--- src/rtl/mem_ctrl_if.sv ---
// Request/response and RAM pin bundle shared by mem_ctrl, icache, LSB and RAM.
// master = requesters plus RAM side, slave = the controller.
interface mem_ctrl_if;
    logic        if_req;
    logic [31:0] if_addr;
    logic        if_done;
    logic [31:0] if_data;
    logic        ls_req;
    logic        ls_wr;
    logic [1:0]  ls_size;
    logic [31:0] ls_addr;
    logic [31:0] ls_wdata;
    logic        ls_done;
    logic [31:0] ls_rdata;
    logic [7:0]  mem_din;
    logic [7:0]  mem_dout;
    logic [31:0] mem_a;
    logic        mem_wr;

    modport master (
        output if_req, if_addr,
        output ls_req, ls_wr, ls_size, ls_addr, ls_wdata,
        output mem_din,
        input  if_done, if_data, ls_done, ls_rdata,
        input  mem_dout, mem_a, mem_wr
    );

    modport slave (
        input  if_req, if_addr,
        input  ls_req, ls_wr, ls_size, ls_addr, ls_wdata,
        input  mem_din,
        output if_done, if_data, ls_done, ls_rdata,
        output mem_dout, mem_a, mem_wr
    );
endinterface

--- src/rtl/mem_ctrl.sv ---
// Byte-serial arbiter for the single RAM/IO port: LS has priority over IF,
// reads assemble little-endian, stores to IO stall on io_buffer_full.
module mem_ctrl #(
    parameter logic [31:0] IO_BASE = 32'h0003_0000
) (
    input  logic      clk_in,
    input  logic      rst_in,
    input  logic      rdy_in,
    input  logic      flush,
    input  logic      io_buffer_full,
    mem_ctrl_if.slave bus
);
    typedef enum logic [1:0] {IDLE, READ, WRITE, WAIT_IO} state_t;

    state_t      state_q, state_d;
    logic        owner_q, owner_d;
    logic [31:0] addr_q, addr_d;
    logic [2:0]  len_q, len_d;
    logic [31:0] wdata_q, wdata_d;
    logic [2:0]  cnt_q, cnt_d;
    logic [31:0] buf_q, buf_d;
    logic        skip_q, skip_d;
    logic        rdy_q;
    logic [31:0] mem_a_q, mem_a_d;
    logic [7:0]  mem_dout_q, mem_dout_d;
    logic        mem_wr_q, mem_wr_d;
    logic        if_done_q, if_done_d;
    logic        ls_done_q, ls_done_d;
    logic [31:0] if_data_q, if_data_d;
    logic [31:0] ls_rdata_q, ls_rdata_d;

    logic        issue;
    logic [31:0] iss_base;
    logic [1:0]  iss_idx;
    logic [31:0] iss_data;
    logic [31:0] iss_a;
    logic [2:0]  ls_len;
    logic [2:0]  cnt_dec;
    logic [2:0]  cnt_inc;
    logic [1:0]  cap_idx;

    assign cnt_dec = cnt_q - 3'd1;
    assign cnt_inc = cnt_q + 3'd1;
    assign cap_idx = cnt_dec[1:0];

    always_comb begin
        unique case (bus.ls_size)
            2'd0:    ls_len = 3'd1;
            2'd1:    ls_len = 3'd2;
            default: ls_len = 3'd4;
        endcase
    end

    always_comb begin
        state_d    = state_q;
        owner_d    = owner_q;
        addr_d     = addr_q;
        len_d      = len_q;
        wdata_d    = wdata_q;
        cnt_d      = cnt_q;
        buf_d      = buf_q;
        skip_d     = skip_q;
        mem_a_d    = mem_a_q;
        mem_dout_d = mem_dout_q;
        mem_wr_d   = mem_wr_q;
        if_done_d  = if_done_q;
        ls_done_d  = ls_done_q;
        if_data_d  = if_data_q;
        ls_rdata_d = ls_rdata_q;
        issue      = 1'b0;
        iss_base   = addr_q;
        iss_idx    = cnt_q[1:0];
        iss_data   = wdata_q;
        iss_a      = 32'd0;

        if (rdy_in) begin
            mem_wr_d  = 1'b0;
            if_done_d = 1'b0;
            ls_done_d = 1'b0;
            unique case (state_q)
                IDLE: begin
                    if (!if_done_q && !ls_done_q && !flush) begin
                        if (bus.ls_req) begin
                            owner_d = 1'b1;
                            addr_d  = bus.ls_addr;
                            len_d   = ls_len;
                            wdata_d = bus.ls_wdata;
                            cnt_d   = 3'd0;
                            buf_d   = 32'd0;
                            skip_d  = 1'b0;
                            if (bus.ls_wr) begin
                                issue    = 1'b1;
                                iss_base = bus.ls_addr;
                                iss_idx  = 2'd0;
                                iss_data = bus.ls_wdata;
                            end else begin
                                state_d = READ;
                                mem_a_d = bus.ls_addr;
                            end
                        end else if (bus.if_req) begin
                            owner_d = 1'b0;
                            addr_d  = bus.if_addr;
                            len_d   = 3'd4;
                            cnt_d   = 3'd0;
                            buf_d   = 32'd0;
                            skip_d  = 1'b0;
                            state_d = READ;
                            mem_a_d = bus.if_addr;
                        end
                    end
                end
                READ: begin
                    if (flush) begin
                        state_d = IDLE;
                        mem_a_d = 32'd0;
                        cnt_d   = 3'd0;
                    end else if (!rdy_q && cnt_q != 3'd0) begin
                        // byte for cnt-1 was lost while frozen: re-drive its address
                        cnt_d   = cnt_dec;
                        mem_a_d = addr_q + {29'd0, cnt_dec};
                        skip_d  = 1'b1;
                    end else begin
                        skip_d = 1'b0;
                        if (cnt_q != 3'd0 && !skip_q)
                            buf_d[{cap_idx, 3'b000} +: 8] = bus.mem_din;
                        if (cnt_q == len_q) begin
                            state_d = IDLE;
                            mem_a_d = 32'd0;
                            cnt_d   = 3'd0;
                            if (owner_q) begin
                                ls_rdata_d = buf_d;
                                ls_done_d  = 1'b1;
                            end else begin
                                if_data_d = buf_d;
                                if_done_d = 1'b1;
                            end
                        end else begin
                            cnt_d   = cnt_inc;
                            mem_a_d = (cnt_inc == len_q) ? 32'd0
                                    : addr_q + {29'd0, cnt_inc};
                        end
                    end
                end
                WRITE: begin
                    if (cnt_q == len_q - 3'd1) begin
                        state_d   = IDLE;
                        cnt_d     = 3'd0;
                        ls_done_d = 1'b1;
                    end else begin
                        issue   = 1'b1;
                        iss_idx = cnt_inc[1:0];
                    end
                end
                WAIT_IO: begin
                    issue = 1'b1;
                end
            endcase

            if (issue) begin
                iss_a   = iss_base + {30'd0, iss_idx};
                mem_a_d = iss_a;
                cnt_d   = {1'b0, iss_idx};
                if (iss_a >= IO_BASE && io_buffer_full) begin
                    state_d = WAIT_IO;
                end else begin
                    state_d    = WRITE;
                    mem_wr_d   = 1'b1;
                    mem_dout_d = iss_data[{iss_idx, 3'b000} +: 8];
                end
            end
        end
    end

    always_ff @(posedge clk_in or posedge rst_in) begin
        if (rst_in) begin
            state_q    <= IDLE;
            owner_q    <= 1'b0;
            addr_q     <= 32'd0;
            len_q      <= 3'd0;
            wdata_q    <= 32'd0;
            cnt_q      <= 3'd0;
            buf_q      <= 32'd0;
            skip_q     <= 1'b0;
            rdy_q      <= 1'b1;
            mem_a_q    <= 32'd0;
            mem_dout_q <= 8'd0;
            mem_wr_q   <= 1'b0;
            if_done_q  <= 1'b0;
            ls_done_q  <= 1'b0;
            if_data_q  <= 32'd0;
            ls_rdata_q <= 32'd0;
        end else begin
            state_q    <= state_d;
            owner_q    <= owner_d;
            addr_q     <= addr_d;
            len_q      <= len_d;
            wdata_q    <= wdata_d;
            cnt_q      <= cnt_d;
            buf_q      <= buf_d;
            skip_q     <= skip_d;
            rdy_q      <= rdy_in;
            mem_a_q    <= mem_a_d;
            mem_dout_q <= mem_dout_d;
            mem_wr_q   <= mem_wr_d;
            if_done_q  <= if_done_d;
            ls_done_q  <= ls_done_d;
            if_data_q  <= if_data_d;
            ls_rdata_q <= ls_rdata_d;
        end
    end

    // a frozen cycle must neither write nor be taken as a completion
    assign bus.mem_wr   = mem_wr_q & rdy_in;
    assign bus.if_done  = if_done_q & rdy_in;
    assign bus.ls_done  = ls_done_q & rdy_in;
    assign bus.mem_a    = mem_a_q;
    assign bus.mem_dout = mem_dout_q;
    assign bus.if_data  = if_data_q;
    assign bus.ls_rdata = ls_rdata_q;
endmodule

--- src/flat_wrapper.sv ---
// flat-port wrapper written by rule: the top's interface ports become plain ports
module mem_ctrl_flat 
#(
    parameter logic [31:0] IO_BASE = 32'h0003_0000
)
  (clk_in, rst_in, rdy_in, flush, io_buffer_full, bus_if_req, bus_if_addr, bus_ls_req, bus_ls_wr, bus_ls_size, bus_ls_addr, bus_ls_wdata, bus_mem_din, bus_if_done, bus_if_data, bus_ls_done, bus_ls_rdata, bus_mem_dout, bus_mem_a, bus_mem_wr);
  mem_ctrl_if bus_i ();
  input  logic clk_in;
  input  logic rst_in;
  input  logic rdy_in;
  input  logic flush;
  input  logic io_buffer_full;
  input wire logic [$bits(bus_i.if_req)-1:0] bus_if_req;
  input wire logic [$bits(bus_i.if_addr)-1:0] bus_if_addr;
  input wire logic [$bits(bus_i.ls_req)-1:0] bus_ls_req;
  input wire logic [$bits(bus_i.ls_wr)-1:0] bus_ls_wr;
  input wire logic [$bits(bus_i.ls_size)-1:0] bus_ls_size;
  input wire logic [$bits(bus_i.ls_addr)-1:0] bus_ls_addr;
  input wire logic [$bits(bus_i.ls_wdata)-1:0] bus_ls_wdata;
  input wire logic [$bits(bus_i.mem_din)-1:0] bus_mem_din;
  output wire logic [$bits(bus_i.if_done)-1:0] bus_if_done;
  output wire logic [$bits(bus_i.if_data)-1:0] bus_if_data;
  output wire logic [$bits(bus_i.ls_done)-1:0] bus_ls_done;
  output wire logic [$bits(bus_i.ls_rdata)-1:0] bus_ls_rdata;
  output wire logic [$bits(bus_i.mem_dout)-1:0] bus_mem_dout;
  output wire logic [$bits(bus_i.mem_a)-1:0] bus_mem_a;
  output wire logic [$bits(bus_i.mem_wr)-1:0] bus_mem_wr;
  assign bus_i.if_req = bus_if_req;
  assign bus_i.if_addr = bus_if_addr;
  assign bus_i.ls_req = bus_ls_req;
  assign bus_i.ls_wr = bus_ls_wr;
  assign bus_i.ls_size = bus_ls_size;
  assign bus_i.ls_addr = bus_ls_addr;
  assign bus_i.ls_wdata = bus_ls_wdata;
  assign bus_i.mem_din = bus_mem_din;
  assign bus_if_done = bus_i.if_done;
  assign bus_if_data = bus_i.if_data;
  assign bus_ls_done = bus_i.ls_done;
  assign bus_ls_rdata = bus_i.ls_rdata;
  assign bus_mem_dout = bus_i.mem_dout;
  assign bus_mem_a = bus_i.mem_a;
  assign bus_mem_wr = bus_i.mem_wr;
  mem_ctrl #(.IO_BASE(IO_BASE)) u_core (.clk_in(clk_in), .rst_in(rst_in), .rdy_in(rdy_in), .flush(flush), .io_buffer_full(io_buffer_full), .bus(bus_i));
endmodule
--- config.mk ---
export PLATFORM = sky130hd
export DESIGN_NAME = mem_ctrl_flat
export DESIGN_NICKNAME = d
export VERILOG_FILES = /design/src/rtl/mem_ctrl_if.sv /design/src/rtl/mem_ctrl.sv /design/src/flat_wrapper.sv
export SDC_FILE = /design/constraint.sdc
export NUM_CORES = 1
export LEC_CHECK = 0
export CAP_MARGIN = 20
export CORE_ASPECT_RATIO = 2
export CORE_UTILIZATION = 40
export CTS_CLUSTER_SIZE = 14
export DETAILED_ROUTE_END_ITERATION = 6
export PLACE_DENSITY = 0.65
export REMOVE_ABC_BUFFERS = 1
export SLEW_MARGIN = 10
export SYNTH_ARGS = -nofsm -noshare
export SYNTH_HDL_FRONTEND = slang
export SYNTH_SLANG_ARGS = --single-unit
--- constraint.sdc ---
create_clock -name clk_in -period 7.3 [get_ports clk_in]
set_input_delay 1.46 -clock clk_in [delete_from_list [all_inputs] [get_ports clk_in]]
set_output_delay 1.46 -clock clk_in [all_outputs]
set_load 0.02 [all_outputs]
==> results of run 1 <==
[cells in the final DEF (no fill, tap or decap), types with 5 or more instances in the layout]
cell,netlist,layout
o21ai_0,158,158
nor2_1,107,107
nand3_1,29,28
a21oi_1,82,82
a31oi_1,10,10
clkdlybuf4s50_1,0,219
xnor2_1,36,36
o221ai_1,15,15
mux2i_1,61,61
clkbuf_16,0,21
inv_1,24,23
dfrtp_1,213,213
xor2_1,39,39
or3_1,9,9
nand2_1,212,211
a21o_1,8,8
a22oi_1,72,72
nor2b_1,8,8
nor3_1,30,29
and4_1,7,7
o22ai_1,40,40
mux2_2,42,42
ha_1,19,19
nor4_1,14,13
buf_4,0,28
a211oi_1,9,9
o21ai_1,25,24
and3_1,8,8
nand4_1,27,27
clkbuf_1,83,6
o21a_1,5,5
and2_1,8,8
[power by group through the flow]
stage	logic, mW	clock network [mW]	registers (mW)
after floorplan	1.96	0	2.29
after global placement	3.41	0	2.16
after detailed placement	3.47	0	2.17
after CTS	3.48	1.20	2.15
after global routing	3.82	1.24	2.23
final	3.48	1.18	2.17
[worst paths after layout]
kind                                           end  slack [ns]  depth (start not counted)
max                         u_core.bus.mem_dout[0]        1.57                         17
min                        u_core.bus.ls_rdata[28]        0.48                          2
max reg2reg                 u_core.bus.mem_dout[0]        1.71                         17
min reg2reg                u_core.bus.ls_rdata[28]        0.48                          2
max in group asynchronous   u_core.bus.if_data[24]        4.78                          3
min in group asynchronous       u_core.wdata_q[11]        1.38                          2
[metal layers]
metal | routed length [um] | global-route usage | up-vias
li1 | - | - | 5700
met1 | 16230 | 0.3090 | 5876
met2 | 24300 | 0.5084 | 457
met3 | 2130 | 0.02984 | 151
met4 | 2705 | 0.1549 | 0
met5 | 0 | 0 | -
[critical path, cell delays in order]
cell             delay, ns
clkdlybuf4s50_1       0.56
or3_1                 0.47
nor2_4                0.20
nand2_1               0.07
nand2_1               0.07
ha_1                  0.17
inv_1                 0.06
fa_1                  0.49
and3b_1               0.32
nand4_1               0.12
and2_1                0.23
or4_1                 0.53
o21ai_1               0.13
nand2_1               0.11
o41ai_2               0.46
nand3_2               0.30
mux2_2                0.38
[flip-flops by register name (all words and copies together) (netlist names)]
register,count
u_core.if_done_q,1
u_core.bus.if_data,32
u_core.owner_q,1
u_core.len_q,3
u_core.mem_wr_q,1
u_core.addr_q,32
u_core.wdata_q,32
u_core.bus.ls_rdata,32
u_core.bus.mem_dout,8
u_core.skip_q,1
u_core.bus.mem_a,32
u_core.rdy_q,1
u_core.buf_q,32
u_core.cnt_q,3
u_core.state_q,2
u_core.ls_done_q,1
[cell families after synthesis]
group | count (synthesis) | synth area share
fa+ha+maj | 22 | 0.02295
xor+xnor | 76 | 0.05236
flops | 214 | 0.4128
mux | 103 | 0.08351
buf+inv | 140 | 0.04253
compound gates | 456 | 0.2136
simple gates | 483 | 0.1722
[cell type report]
| class | count | area, um^2 | share of cell area |
|---|---|---|---|
| multi-input combinational | 1140 | 7096 | 0.4363 |
| sequential | 214 | 5356 | 0.3293 |
| timing repair buffer | 250 | 2447 | 0.1505 |
| clock buffer | 29 | 575.6 | 0.03539 |
| tap | 427 | 534.3 | 0.03285 |
| clock inverter | 8 | 147.6 | 0.009078 |
| inverter | 26 | 105.1 | 0.006462 |
| antenna | 1 | 2.502 | 0.0001539 |
[through the flow]
step / worst slack [ns] / std cells / hold slack, ns
after floorplan: -0.009290 / 1380 / 0.4662
after global placement: 1.126 / 2056 / 0.4619
after detailed placement: 1.065 / 2057 / 0.4698
after CTS: 1.602 / 2094 / 0.4838
after global routing: 1.307 / 2095 / 0.5131
final: 1.569 / 2095 / 0.4790
==> results.txt, run 1 <==
Min-delay src: u_core.bus.ls_rdata[28]
Most frequent cell after synthesis: dfrtp_1
First-pass GRT wire length: 70.97 mm
Skew final: 0.01473 ns
Clock transition at path regs: 0.06 ns
Fin util: 0.5064
Clock Latency Late Sink: 0.53 ns
Setup violators final: 0
Gr ovfl total: 0
Seq pwr share: 0.317
Pwr per Cell Area: 419.6 mW/mm^2
Worst hold path class: flop to flop
Share of layout cells above drive strength 1: 0.07499
Post-synth EDFFs: 0
Synth top area cells: dfrtp_1 41%, nand2_1 6.1%, o21ai_0 6.1%
Synth cell types: 69
Resized cells post-CTS: 0
CP Capture Type: flop
Total Wirelength: 45.37 mm
Sw Share: 0.4406
Seq/Total Area, Yosys: 0.4128
RSZ-0062 raised after global routing: no
Maximum vdd drop: 0.2456 mV
Post-CTS setup buffers: 0
Design Power: 6.825 mW
Placed cell area: 0.01554 mm^2
Maxcap violations: 0
DRC: 0
Die Width: 129.4 um
Top Ports: 221
Post-DRT Antenna Nets: 0
Drt via density: 5.816
Full die area: 0.03320 mm^2
Design Area, Final: 0.01626 mm^2
Slew headroom: 0.1898
Sink Count: 214
Logic pwr share: 0.510
Top cell type's share of synthesized area: 0.4108
Worst setup SP type: input port
Mapped cell area: 0.01297 mm^2
Worst Setup Path Type: input port to flop
Gpl congestion: 0.9525
Final hold vios: 0
Worst-Margin Slew: 1.211 ns
Max-slew violation total from the final report: 0
Initial antenna violation count: 1
Max Root-Sink Buffers: 3
Fmax: 174.5 MHz
Starting DRC count in detailed routing: 878
CP max FO: 9
Cts hold-fix bufs: 0
P&R area growth vs syn: 25.35%
Global Route Usage Sum: 0.2792
H-Tree Depth: 1
Post-detailed-route wirelength per cell: 21.66 um
Largest net degree at the start of global routing: 137
Leakage: 6.666 nW
Number of global-route vias before repair: 12,410
Post-DP HPWL: 33.87 mm
Fin nets: 1,789
Num CTS Buffers: 21
YS warnings: 0
Status: finished clean
Pre-Repair DR Iteration Count: 5
Final Critical Period: 5.731 ns
Top cell type by total area after synthesis: dfrtp_1
Synthesized flop and latch total: 214
Worst setup path startpoint: flush
Vert. Die Dim: 256.7 um
Dominant synthesized flop cell: dfrtp_1
Clk pwr share: 0.173
Final TNS setup: 0 ns
Final critical-path share of the clock period: 0.7851
Commonest cells post-synth: 213 x dfrtp_1, 212 x nand2_1, 158 x o21ai_0, 107 x nor2_1, 83 x clkbuf_1
Reg2reg start: u_core.cnt_q[0]
Req. time, crit path: 7.71 ns
Core area: 0.03212 mm^2
Internal power: 3.818 mW
Clock Root Buffer: clkbuf_16
Synth Instances: 1,494
TritonCTS clock tree: yes
Vias: 12,180
Port Buffer Count: 220
P_sw: 3.007 mW
Initial Util: 0.4040
Row Count: 93
Post-synth ARST share: 1.000
Post-Syn Area per Cell: 8.685 um^2
Worst path arrival time: 6.14 ns
Filler cells: 3,085
Note: power is estimated with default switching activity, not from simulation.
==> inputs of run 2 (changes only) <==
Clock period 7.3 ns to 5.1 ns, I/O delays scaled along.
==> run 2 against run 1 <==
Via count rose by 1.3%. Die area is the same. Non-clock buffer count grew 50. Sequential share of layout area decreased by 0.73 points. First-iteration DRC count is 6.9% higher. Utilization grew 1.2 points. Critical path type unchanged. Largest power group unchanged. Highest routed layer unchanged.
==> results.txt, run 2 (same netlist as run 1, synthesis figures left out) <==
Clock transition at path regs: 0.06 ns (about the same)
Reg2reg start: u_core.len_q[0]
Top Ports: 221 (unchanged)
Final critical-path share of the clock period: 0.9666
Placed cell area: 0.01587 mm^2 (+2.1%)
Design Power: 9.922 mW (+45%)
Port Buffer Count: 220 (unchanged)
Leakage: 6.902 nW (+3.5%)
Share of layout cells above drive strength 1: 0.1079 (+0.03295)
Cts hold-fix bufs: 0 (unchanged)
Initial antenna violation count: 2 (+1)
Post-detailed-route wirelength per cell: 21.05 um (-2.8%)
Internal power: 5.566 mW (+46%)
PnR worst setup slack: 0.1704 ns (-1.398 ns)
Final TNS setup: 0 ns (unchanged)
Most frequent cells in the layout: 219 x clkdlybuf4s50_1, 212 x dfrtp_1, 211 x nand2_1, 158 x o21ai_0, 107 x nor2_1
Setup violators final: 0 (unchanged)
Max Root-Sink Buffers: 3 (unchanged)
Req. time, crit path: 5.53 ns (-2.18 ns)
Drt via density: 5.763 (-0.90%)
Worst hold slack: 0.4770 ns (-0.001958 ns)
Fin nets: 1,839 (+2.8%)
DRC: 0 (unchanged)
Full die area: 0.03320 mm^2 (unchanged)
Gpl congestion: 0.9470 (-0.58%)
Worst hold path class: flop to flop
Worst Setup Path Type: input port to flop
Pre-Repair DR Iteration Count: 5 (unchanged)
Row Count: 93 (unchanged)
Max-slew violation total from the final report: 0 (unchanged)
Sink Count: 214 (unchanged)
Design Area, Final: 0.01664 mm^2 (+2.3%)
Pre-CTS setup slack: -0.4216 ns (-1.487 ns)
Slew headroom: 0.3454 (+0.1556)
Clock Latency Late Sink: 0.54 ns (about the same)
Seq pwr share: 0.312 (-0.005)
Setup slack, reg-to-reg: 0.24 ns (-1.47 ns)
Die Width: 129.4 um (unchanged)
Post-DRT Antenna Nets: 0 (unchanged)
Vias: 12,350 (+1.3%)
Clock Root Buffer: clkbuf_16
Logic pwr share: 0.525 (+0.015)
Final hold vios: 0 (unchanged)
Worst setup path startpoint: bus_ls_wr
Crit path capture: u_core.bus.mem_dout[4]
Commonest non-fill, non-tap cell in the layout: clkdlybuf4s50_1
CP Capture Type: flop
Skew final: 0.02652 ns (+0.01179 ns)
Number of global-route vias before repair: 12,290 (-0.96%)
Worst-Margin Slew: 0.9818 ns (-0.2295 ns)
Total Wirelength: 45.08 mm (-0.64%)
First-pass GRT wire length: 69.84 mm (-1.6%)
Post-DP HPWL: 33.75 mm (-0.36%)
P&R area growth vs syn: 28.23%
Crit Reg-Reg Endpoint: u_core.bus.mem_dout[4]
Initial Util: 0.4040 (unchanged)
Num CTS Buffers: 21 (unchanged)
Maximum vdd drop: 0.3091 mV (+26%)
Worst r2r path cells: 23 (+6)
Status: finished clean
Core area: 0.03212 mm^2 (unchanged)
CP max FO: 8 (-1)
Worst setup SP type: input port
Fmax: 202.9 MHz
Global Route Usage Sum: 0.2757 (-0.003564)
Gr ovfl total: 0 (unchanged)
Starting DRC count in detailed routing: 939 (+6.9%)
Sw Share: 0.4391 (-0.001485)
P_sw: 4.356 mW (+45%)
Vert. Die Dim: 256.7 um (unchanged)
TritonCTS clock tree: yes
Clk pwr share: 0.164 (-0.009)
H-Tree Depth: 1 (unchanged)
Maxcap violations: 0 (unchanged)
Worst path arrival time: 5.36 ns (-0.78 ns)
Final Critical Period: 4.930 ns
Pwr per Cell Area: 596.4 mW/mm^2 (+42%)
Largest net degree at the start of global routing: 98 (-28%)
[run 2: cell type report]
class | instances | area (um^2)
clock inverters | 10 | 132.6
diodes | 1 | 2.502
flip-flops and latches | 214 | 5358
inverters | 26 | 105.1
repair buffers | 300 | 2810
clock buffers | 24 | 556.8
well taps | 427 | 534.3
multi-input cells | 1140 | 7138
fillers | 3074 | 15480
[run 2: per-stage QoR]
step,instances,util
after CTS,2138,0.5157
after floorplan,1380,-
final,2142,0.5180
after global routing,2142,0.5180
after detailed placement,2104,0.4942
after global placement,2104,0.4942
[run 2: worst min path at each step]
stage	startpoint	endpoint	slack, ns	cells after the start
global placement	u_core.bus.ls_rdata[4]	u_core.bus.ls_rdata[4]	0.46	2
floorplan	u_core.buf_q[31]	u_core.buf_q[31]	0.47	1
detailed placement	u_core.bus.mem_a[14]	u_core.bus.mem_a[14]	0.47	2
finish	u_core.bus.mem_a[14]	u_core.bus.mem_a[14]	0.48	2
global route	u_core.bus.ls_rdata[24]	u_core.bus.ls_rdata[24]	0.49	2
CTS	u_core.bus.ls_rdata[14]	u_core.bus.ls_rdata[14]	0.48	2
[run 2: what timing repair did]
action                     4_1_cts  5_1_grt
gates resized for setup          0        9
setup endpoints to repair        0        8
setup buffers                    0        3
[run 2: per-layer routing]
layer / vias up / routed length, um / GRT usage
met5: - / 0 / 0
met4: 0 / 2389 / 0.1458
met3: 107 / 1934 / 0.02900
met2: 412 / 24170 / 0.5040
met1: 6023 / 16590 / 0.3064
li1: 5803 / - / -
[run 2: critical path: stages]
cell and delay (ns):
clkdlybuf4s50_1 0.49, nand3_1 0.20, nor2_4 0.08, buf_4 0.14
o21a_1 0.19, clkinv_1 0.06, ha_1 0.18, inv_1 0.06
fa_1 0.42, and4b_1 0.27, o211ai_1 0.12, a22oi_2 0.24
buf_4 0.16, nor2b_1 0.17, xor2_1 0.25, o2111ai_2 0.19
o41ai_2 0.44, buf_4 0.18, nand3_2 0.09, buf_4 0.21
o22ai_1 0.19
[run 2: power by group through the flow]
stage          combinational [mW]  clock [mW]  sequential, mW
6_report                     5.21        1.62            3.09
5_1_grt                      5.70        1.72            3.18
4_1_cts                      5.16        1.66            3.08
3_5_place_dp                 5.14           0            3.11
3_3_place_gp                 5.06           0            3.08
2_1_floorplan                2.80           0            3.28
==> inputs of run 3 (changes only) <==
Settings changed: CTS_BUF_LIST from default to sky130_fd_sc_hd__clkbuf_4 sky130_fd_sc_hd__clkbuf_8.
==> run 3 against run 2 <==
Die area unchanged. Total power decreased by 1.1%. Sequential power barely moved. First-iteration DRC count up 5.2%. Global-route usage fell by 0.078 points. Fmax increased by 0.60%. Sequential cell count is the same. Routed wire length about the same. Count of clock-buffer cells in the layout is 20 higher. Largest power group unchanged. Sequential share of layout area grew 0.097 points.
==> results.txt, run 3 (same netlist as run 1, synthesis figures left out) <==
Gr ovfl total: 0 (unchanged)
Filler cells: 3,079 (+0.16%)
Max-slew violation total from the final report: 0 (unchanged)
Maxcap violations: 0 (unchanged)
Clock Root Buffer: clkbuf_8
Port Buffer Count: 220 (unchanged)
Final non-filler cell total: 2,159 (+0.79%)
DRC: 0 (unchanged)
Number of global-route vias before repair: 12,400 (+0.88%)
Status: finished clean
Core area: 0.03212 mm^2 (unchanged)
Final critical-path share of the clock period: 0.9609 (-0.005730)
Sink Count: 214 (unchanged)
Design Area, Final: 0.01659 mm^2 (-0.30%)
Post-DRT Antenna Nets: 0 (unchanged)
Share of layout cells above drive strength 1: 0.1134 (+0.005426)
Critical path buffers and inverters: 4 (-3)
Post-detailed-route wirelength per cell: 20.89 um (-0.77%)
Vert. Die Dim: 256.7 um (unchanged)
First-pass GRT wire length: 69.68 mm (-0.23%)
RSZ-0062 raised after global routing: no
Most frequent cells in the layout: 219 x clkdlybuf4s50_1, 212 x dfrtp_1, 211 x nand2_1, 157 x o21ai_0, 107 x nor2_1
Crit-path cells: clkdlybuf4s50_1 -> or3_1 -> nor2_4 -> nor2_1 -> a21o_1 -> ha_1 -> a21oi_1 -> buf_4 -> nor4_1 -> a32o_1 -> xnor2_1 -> o21ai_1 -> nand2_1 -> o41ai_4 -> buf_4 -> nand3_2 -> buf_4 -> o22ai_1
Cells after DPL: 2,104 (unchanged)
Full die area: 0.03320 mm^2 (unchanged)
CP Capture Type: flop
Area of the multi-input gates: 0.007123 mm^2 (-0.21%)
Largest net degree at the start of global routing: 98 (unchanged)
Worst setup SP type: input port
Starting DRC count in detailed routing: 988 (+5.2%)
P&R area growth vs syn: 27.84%
Register area: 0.005358 mm^2 (unchanged)
Placed cell area: 0.01587 mm^2 (unchanged)
Row Count: 93 (unchanged)
Slew headroom: 0.3339 (-0.01153)
Pre-Repair DR Iteration Count: 6 (+1)
Max Root-Sink Buffers: 3 (unchanged)
Worst path arrival time: 5.43 ns (+0.07 ns)
Commonest non-fill, non-tap cell in the layout: clkdlybuf4s50_1
TritonCTS clock tree: yes
Req. time, crit path: 5.63 ns (+0.10 ns)
Gpl congestion: 0.9470 (unchanged)
Clock transition at path regs: 0.07 ns (about the same)
Worst-Margin Slew: 0.9915 ns (+0.009664 ns)
H-Tree Depth: 1 (unchanged)
Cell mode on critical path: buf_4
Leakage: 6.905 nW (about the same)
Pwr per Cell Area: 591.4 mW/mm^2 (-0.84%)
Setup violators final: 0 (unchanged)
Fin nets: 1,846 (+0.38%)
Maximum vdd drop: 0.2773 mV (-10%)
Top Ports: 221 (unchanged)
Fmax: 204.1 MHz (+0.60%)
Skew final: 0.02206 ns (-0.004458 ns)
Post-DP HPWL: 33.75 mm (unchanged)
Design Power: 9.809 mW (-1.1%)
CP max FO: 9 (+1)
Final TNS setup: 0 ns (unchanged)
Vias: 12,420 (+0.62%)
Cts hold-fix bufs: 0 (unchanged)
Initial Util: 0.4040 (unchanged)
Worst Setup Path Type: input port to flop
Worst hold path class: flop to flop
Slowest cell on crit path: a21oi_1
Clock Latency Late Sink: 0.63 ns (+0.09 ns)
Global Route Usage Sum: 0.2749 (-0.0007827)
Total Wirelength: 45.09 mm (about the same)
CP delay by family, top: compound AO/OA/AOI/OAI gates
Final hold vios: 0 (unchanged)
Initial antenna violation count: 3 (+1)
Num CTS Buffers: 30 (+43%)
Final Critical Period: 4.900 ns (-0.02922 ns)
Die Width: 129.4 um (unchanged)
Drt via density: 5.753 (-0.18%)
Max incr delay on CP: 0.62 ns (+0.13 ns)
run 3: stage by stage:
step	hold slack (ns)	utilization	worst slack, ns
2_1_floorplan	0.4662	-	-1.769
3_3_place_gp	0.4603	0.4942	-0.3340
3_5_place_dp	0.4686	0.4942	-0.4216
4_1_cts	0.4841	0.5149	0.1188
5_1_grt	0.4953	0.5165	0.001543
6_report	0.4777	0.5165	0.1996
run 3: worst paths after layout:
kind | cells after the start | slack [ns] | startpoint | endpoint
worst max-delay path | 18 | 0.20 | flush | u_core.bus.mem_dout[4]
worst min-delay path | 2 | 0.48 | u_core.bus.mem_a[14] | u_core.bus.mem_a[14]
worst max register to register | 20 | 0.22 | u_core.len_q[0] | u_core.bus.mem_dout[4]
worst min register to register | 2 | 0.48 | u_core.bus.mem_a[14] | u_core.bus.mem_a[14]
max in group asynchronous | 3 | 3.19 | rst_in | u_core.bus.mem_a[26]
min in group asynchronous | 2 | 0.93 | rst_in | u_core.wdata_q[3]
run 3: repair_timing:
action	4_1_cts	5_1_grt
setup buffers	0	1
gates resized for setup	0	6
setup endpoints to repair	0	9
run 3: report_power, final:
group / internal, mW / total [mW] / switching (mW)
Clock: 0.835 / 1.52 / 0.683
Combinational: 2.23 / 5.20 / 2.97
Sequential: 2.40 / 3.09 / 0.694
Total: 5.46 / 9.81 / 4.35
run 3: worst min-delay path: stages, from the launching register on:
cell and delay [ns]:
dfrtp_1 0.34, nand2_1 0.05, o31ai_1 0.05
run 3: layout make-up:
type / instances / area share
sequential: 214 / 0.3230
clock buffer: 44 / 0.03274
multi-input combinational: 1140 / 0.4294
timing repair buffer: 298 / 0.1685
inverter: 26 / 0.006336
antenna: 3 / 0.0004526
tap: 427 / 0.03221
clock inverter: 7 / 0.007317
run 3: per-layer routing:
| layer | vias up | GRT usage | routed length [um] |
|---|---|---|---|
| li1 | 5828 | - | - |
| met1 | 6014 | 0.3036 | 16370 |
| met2 | 458 | 0.5030 | 24130 |
| met3 | 121 | 0.02712 | 2059 |
| met4 | 0 | 0.1520 | 2535 |
| met5 | - | 0 | 0 |
